===== config.mk =====
export PLATFORM = sky130hd
export DESIGN_NAME = irrigacao_multicanal
export DESIGN_NICKNAME = d
export VERILOG_FILES = /design/src/rtl/irrigacao_pkg.sv /design/src/rtl/debounce_nivel.sv /design/src/rtl/irrigacao_multicanal.sv
export SDC_FILE = /design/constraint.sdc
export NUM_CORES = 1
export LEC_CHECK = 0
export ABC_AREA = 1
export CORE_ASPECT_RATIO = 0.7
export CORE_UTILIZATION = 38
export CTS_CLUSTER_SIZE = 16
export DETAILED_ROUTE_END_ITERATION = 6
export DONT_BUFFER_PORTS = 1
export PLACE_DENSITY_LB_ADDON = 0.05
export SLEW_MARGIN = 25
export SYNTH_ARGS = -nofsm -noshare
export SYNTH_HDL_FRONTEND = slang
export SYNTH_HIERARCHICAL = 1
export SYNTH_SLANG_ARGS = --single-unit

===== constraint.sdc =====
create_clock -name clk -period 2 [get_ports clk]
set_clock_uncertainty 0.05 [all_clocks]
set_input_delay 0.4 -clock clk [delete_from_list [all_inputs] [get_ports clk]]
set_output_delay 0.4 -clock clk [all_outputs]
set_load 0.02 [all_outputs]

===== src/rtl/irrigacao_pkg.sv =====
// rtl/irrigacao_pkg.sv - shared level/state encodings and segment patterns
package irrigacao_pkg;

  typedef enum logic [1:0] {
    NIVEL_FALHA   = 2'd0,
    NIVEL_SECO    = 2'd1,
    NIVEL_UMIDO   = 2'd2,
    NIVEL_MOLHADO = 2'd3
  } nivel_t;

  typedef enum logic [1:0] {
    IDLE  = 2'd0,
    WATER = 2'd1,
    HOLD  = 2'd2
  } estado_t;

  localparam logic [6:0] SEG_BLANK = 7'b0000000;
  localparam logic [6:0] SEG_0     = 7'b1111110;
  localparam logic [6:0] SEG_1     = 7'b0110000;
  localparam logic [6:0] SEG_2     = 7'b1101101;

  function automatic logic [6:0] nivel_to_seg(input logic [1:0] n);
    case (nivel_t'(n))
      NIVEL_SECO:    return SEG_0;
      NIVEL_UMIDO:   return SEG_1;
      NIVEL_MOLHADO: return SEG_2;
      default:       return SEG_BLANK;
    endcase
  endfunction

endpackage


===== src/rtl/debounce_nivel.sv =====
// rtl/debounce_nivel.sv - per-channel sensor level debouncer
module debounce_nivel #(
  parameter int NUM_BITS     = 2,
  parameter int DEBOUNCE_CYC = 4
) (
  input  logic                clk,
  input  logic                rst_n,
  input  logic [NUM_BITS-1:0] raw,
  output logic [NUM_BITS-1:0] stable
);

  localparam int CNTW = $clog2(DEBOUNCE_CYC + 1);
  localparam logic [CNTW-1:0] CNT_LAST = CNTW'(DEBOUNCE_CYC - 1);

  logic [NUM_BITS-1:0] cand;
  logic [CNTW-1:0]     cnt;

  // Any change of raw restarts the count, so short glitches never reach stable.
  always_ff @(posedge clk or negedge rst_n) begin
    if (!rst_n) begin
      cand   <= '0;
      cnt    <= '0;
      stable <= '0;
    end else if (raw != cand) begin
      cand <= raw;
      cnt  <= '0;
    end else if (cnt < CNT_LAST) begin
      cnt <= cnt + 1'b1;
    end else begin
      stable <= cand;
    end
  end

endmodule


===== src/rtl/irrigacao_multicanal.sv =====
// rtl/irrigacao_multicanal.sv - multi-channel irrigation: debounce, round-robin pump grant, status display
module irrigacao_multicanal
  import irrigacao_pkg::*;
#(
  parameter int NUM_CH       = 4,
  parameter int NUM_BITS     = 2,
  parameter int DEBOUNCE_CYC = 4,
  parameter int WATER_CYC    = 8,
  parameter int COOLDOWN_CYC = 4
) (
  input  logic                       clk,
  input  logic                       rst_n,
  input  logic                       enable,
  input  logic [NUM_CH*NUM_BITS-1:0] nivel,
  input  logic [$clog2(NUM_CH)-1:0]  disp_sel,
  output logic [NUM_CH-1:0]          valvula,
  output logic [NUM_CH-1:0]          falha,
  output logic [6:0]                 seg,
  output logic                       ocupado
);

  localparam int CW   = $clog2(NUM_CH);
  localparam int TMAX = (WATER_CYC > COOLDOWN_CYC) ? WATER_CYC : COOLDOWN_CYC;
  localparam int TW   = $clog2(TMAX + 1);
  localparam logic [TW-1:0] T_WATER = TW'(WATER_CYC - 1);
  localparam logic [TW-1:0] T_COOL  = TW'(COOLDOWN_CYC - 1);

  logic [NUM_BITS-1:0] stab [NUM_CH];
  logic [NUM_CH-1:0]   seco;

  for (genvar g = 0; g < NUM_CH; g++) begin : g_deb
    debounce_nivel #(
      .NUM_BITS     (NUM_BITS),
      .DEBOUNCE_CYC (DEBOUNCE_CYC)
    ) u_deb (
      .clk    (clk),
      .rst_n  (rst_n),
      .raw    (nivel[g*NUM_BITS +: NUM_BITS]),
      .stable (stab[g])
    );
    assign seco[g] = (stab[g] == NUM_BITS'(NIVEL_SECO));
  end

  estado_t       estado;
  logic [CW-1:0] ch;
  logic [CW-1:0] rr_ptr;
  logic [TW-1:0] timer;

  // First dry channel at or after rr_ptr, wrapping around.
  logic          achou;
  logic [CW-1:0] alvo;
  logic [CW:0]   idx;

  always_comb begin
    achou = 1'b0;
    alvo  = '0;
    idx   = '0;
    for (int k = 0; k < NUM_CH; k++) begin
      idx = {1'b0, rr_ptr} + (CW+1)'(k);
      if (idx >= (CW+1)'(NUM_CH)) idx = idx - (CW+1)'(NUM_CH);
      if (!achou && seco[idx[CW-1:0]]) begin
        achou = 1'b1;
        alvo  = idx[CW-1:0];
      end
    end
  end

  logic fim_rega;
  assign fim_rega = (timer == '0) || !enable ||
                    (stab[ch] == NUM_BITS'(NIVEL_MOLHADO)) ||
                    (stab[ch] == NUM_BITS'(NIVEL_FALHA));

  always_ff @(posedge clk or negedge rst_n) begin
    if (!rst_n) begin
      estado  <= IDLE;
      ch      <= '0;
      rr_ptr  <= '0;
      timer   <= '0;
      valvula <= '0;
      ocupado <= 1'b0;
    end else begin
      case (estado)
        IDLE: begin
          if (enable && achou) begin
            ch      <= alvo;
            valvula <= NUM_CH'(1) << alvo;
            timer   <= T_WATER;
            ocupado <= 1'b1;
            estado  <= WATER;
          end else begin
            valvula <= '0;
          end
        end
        WATER: begin
          if (fim_rega) begin
            valvula <= '0;
            timer   <= T_COOL;
            rr_ptr  <= (ch == CW'(NUM_CH - 1)) ? '0 : ch + 1'b1;
            estado  <= HOLD;
          end else begin
            timer <= timer - 1'b1;
          end
        end
        HOLD: begin
          valvula <= '0;
          if (timer == '0) begin
            ocupado <= 1'b0;
            estado  <= IDLE;
          end else begin
            timer <= timer - 1'b1;
          end
        end
        default: begin
          valvula <= '0;
          ocupado <= 1'b0;
          estado  <= IDLE;
        end
      endcase
    end
  end

  always_ff @(posedge clk or negedge rst_n) begin
    if (!rst_n) begin
      seg   <= SEG_BLANK;
      falha <= '0;
    end else begin
      seg <= ({1'b0, disp_sel} < (CW+1)'(NUM_CH)) ? nivel_to_seg(stab[disp_sel]) : SEG_BLANK;
      for (int i = 0; i < NUM_CH; i++) falha[i] <= (stab[i] == NUM_BITS'(NIVEL_FALHA));
    end
  end

endmodule

==> flow_summary_export.csv <==
group,metric,value,unit
run_status,status,"finished clean",
routing,drt-initial-drc-count,104,
worst_hold_path,min_to,"g_deb[1].u_deb/cand[1]",
pwr,p_leak,1.74,nW
yosys,ys_seq_area_frac,0.416,
yosys,async_flop_share,1.00,
final_layout,drive_gt1_frac,0.216,
clock_network,cts.sinks,52,
grt,grt_usage,0.161,
worst_hold_path,hold_path_class,"primary input to register",
yosys,netlist.area_leader.share,0.416,
clock_network,clkSlewWorstSetupHoldPaths,0.07,ns
routing,first_pass_iters,4,
floorplanning,start_util,0.395,
final_layout,ff_latch_area,1300,um^2
run,maxCapViolations,0,
pwr,swShare,0.403,
floorplanning,dieArea,8590,um^2
placed_design,dp_hpwl,4410,um
pwr,p_seq_frac,0.371,
pwr,vdd_drop_max,0.469,mV
sta,tightest_slew,0.523,ns
grt,grt_max_degree,53,
yosys,ys_warn_count,6,
routing,ant_nets,0,
critical_path,cp-end-kind,"register",
sta,post-route-period-util,0.862,
floorplanning,io_pins,29,
final_layout,fin_nets,411,
yosys,yosysTopAreaCell,"dfrtp_1",
final_layout,multiInputGateArea,1560,um^2
floorplanning,fp.dieH,77.9,um
pwr,intPower,0.00232,W
pwr,powerDensity,1130,nW/um^2
clock_network,h-tree-depth,2,
floorplanning,fp.coreArea,7910,um^2
sta,finalSetupViolCount,0,
yosys,avgSynthCellArea,8.16,um^2
final_layout,layout_common_cells,"nand2_1, dfrtp_1, inv_1",
routing,via_per_inst,4.75,
grt,overflow,0,
placed_design,gp_congestion,0.768,
worst_hold_path,holdPathStages,0,
yosys,syn_inst,383,
critical_path,worstReg2RegEnd,"valvula[3]",
yosys,synth_area,3120,um^2
clock_network,post_cts_buffers,0,
yosys,synth_edf_count,0,
sta,setup_tns,0,ns
placed_design,port-buffer-count,0,
routing,drt-total-wl,5960,um
grt,grt_pass1_wl,10700,um
sta,period_needed,1.72,ns
final_layout,final_common_cell,"nand2_1",
grt,grt_pass1_vias,2285,
final_layout,finalInstanceArea,3430,um^2
clock_network,clockRootBuffer,"clkbuf_16",
critical_path,cp_max_fo,9,
final_layout,area_growth,9.69,%
worst_hold_path,hold_path_startpoint,"nivel[3]",
sta,rsz0062_at_grt,"false",
placed_design,dp_cells,476,
final_layout,fillerInstances,785,
clock_network,cts_buffer_depth,2,
pwr,pwr-share-clk,0.258,
critical_path,reg2reg_slack,0.28,ns
yosys,synthesis.nets,410,
routing,vias,2307,
pwr,p_sw,0.00156,W
critical_path,cp-start-kind,"register",
sta,slew_headroom,0.652,
sta,hold_viol,0,
critical_path,r2r-start,"rr_ptr[0]",
final_layout,diodes,0,
yosys,synth_cell_type_count,29,
yosys,yosys-top-cells-area,"dfrtp_1, nand2_1, inv_1",
clock_network,cts_tree,"built",
floorplanning,num_rows,27,
routing,wire_per_inst,12.3,um
grt,antenna_found_initial,0,
final_layout,final_cells,486,
sta,slew_violations,0,
yosys,ys_ff_latch,52,
routing,drc,0,
critical_path,path_class,"register to register",
clock_network,clkLatencyLatePin,0.30,ns
pwr,pwr-share-comb,0.371,
placed_design,place_area,3220,um^2
yosys,ys.flop_type,"dfrtp_1",
critical_path,worst-r2r-cell-count,10,
sta,max_freq,580,MHz
floorplanning,fp.dieW,110,um
clock_network,cts_inserted_buffers,5,
critical_path,crit_arrival,1.86,ns
critical_path,crit_required,2.13,ns
-- routing by layer --
metal	vias up	part of all wire	track usage
met1	1053	0.52	0.226
met3	8	0.038	0.0361
met2	34	0.43	0.241
met4	0	0.015	0.0566
li1	1212	-	-
met5	-	0	0
-- synth_stat cells (2+ instances only) --
cell	n
ha_1	14
buf_4	2
nor2_4	3
nand3_1	26
inv_1	49
o21ai_1	3
inv_2	6
nand2_2	22
nand2_1	100
clkbuf_1	8
nand4_1	10
o21ai_0	7
xor2_1	3
nand3_2	14
nor2_2	5
a32oi_1	2
nor3_2	4
nor2_1	25
dfrtp_1	52
a21oi_1	8
nand2_4	9
a21oi_2	4
-- per-stage QoR --
step	power, W	setup slack [ns]	utilization	hold slack [ns]
6_report	0.00388	0.276	0.434	0.0737
5_1_grt	0.00422	0.0760	0.434	0.0615
4_1_cts	0.00394	0.214	0.433	0.0642
3_5_place_dp	0.00287	0.235	0.407	0.0567
3_3_place_gp	0.00288	0.226	0.407	0.0559
2_1_floorplan	0.00259	0.539	-	0.0544
-- power by group through the flow --
stage	clock network [W]	logic, W	registers, W
floorplan	0	0.00121	0.00139
global placement	0	0.00142	0.00146
detailed placement	0	0.00141	0.00146
CTS	0.00104	0.00145	0.00144
global route	0.00107	0.00167	0.00147
finish	0.00100	0.00144	0.00144
-- flip-flops by register name (all words and copies together), names as in the netlist --
name / count
ch: 2
estado: 2
falha: 4
g_deb.u_deb/cand: 8
g_deb.u_deb/cnt: 12
g_deb.u_deb/stable: 8
ocupado: 1
rr_ptr: 2
seg: 5
timer: 4
valvula: 4
-- kinds of logic after synthesis --
logic type,count (synthesis),synth area share
AO/OA/AOI/OAI,27,0.0533
XOR/XNOR,3,0.00841
adder cells (fa/ha/maj),14,0.0561
buffers and inverters,66,0.0841
flip-flops,52,0.417
AND/OR/NAND/NOR,221,0.382
-- layout make-up --
cell class              count  area share
clock buffers               5      0.0365
clock inverters             3      0.0135
inverters                  55      0.0602
multi-input cells         265       0.455
flip-flops and latches     52       0.380
well taps                 101      0.0369
repair buffers              5      0.0175
-- worst max-delay path by stage --
stage                    from  cells past startpoint          to
global route        rr_ptr[1]                     11  valvula[3]
finish              rr_ptr[0]                     10  valvula[3]
global placement    rr_ptr[0]                     10  valvula[2]
floorplan           rr_ptr[0]                     10    timer[1]
detailed placement  rr_ptr[0]                     10    timer[1]
CTS                 rr_ptr[0]                     10    timer[0]
-- critical path: stages (launching register included) --
cell	delay, ns
dfrtp_2	0.48
inv_2	0.18
nand3_1	0.16
nand3_1	0.16
nand2_4	0.09
nand4_1	0.08
nand2_1	0.08
nor2_4	0.12
inv_1	0.06
nand3_1	0.08
nand2_1	0.06
-- timing repair --
action,4_1_cts,5_1_grt
gates resized for setup,0,1
hold buffers,2,0
endpoints found under the setup margin,0,2
hold endpoints to repair,52,0
Power figures use the tool's default switching activity.
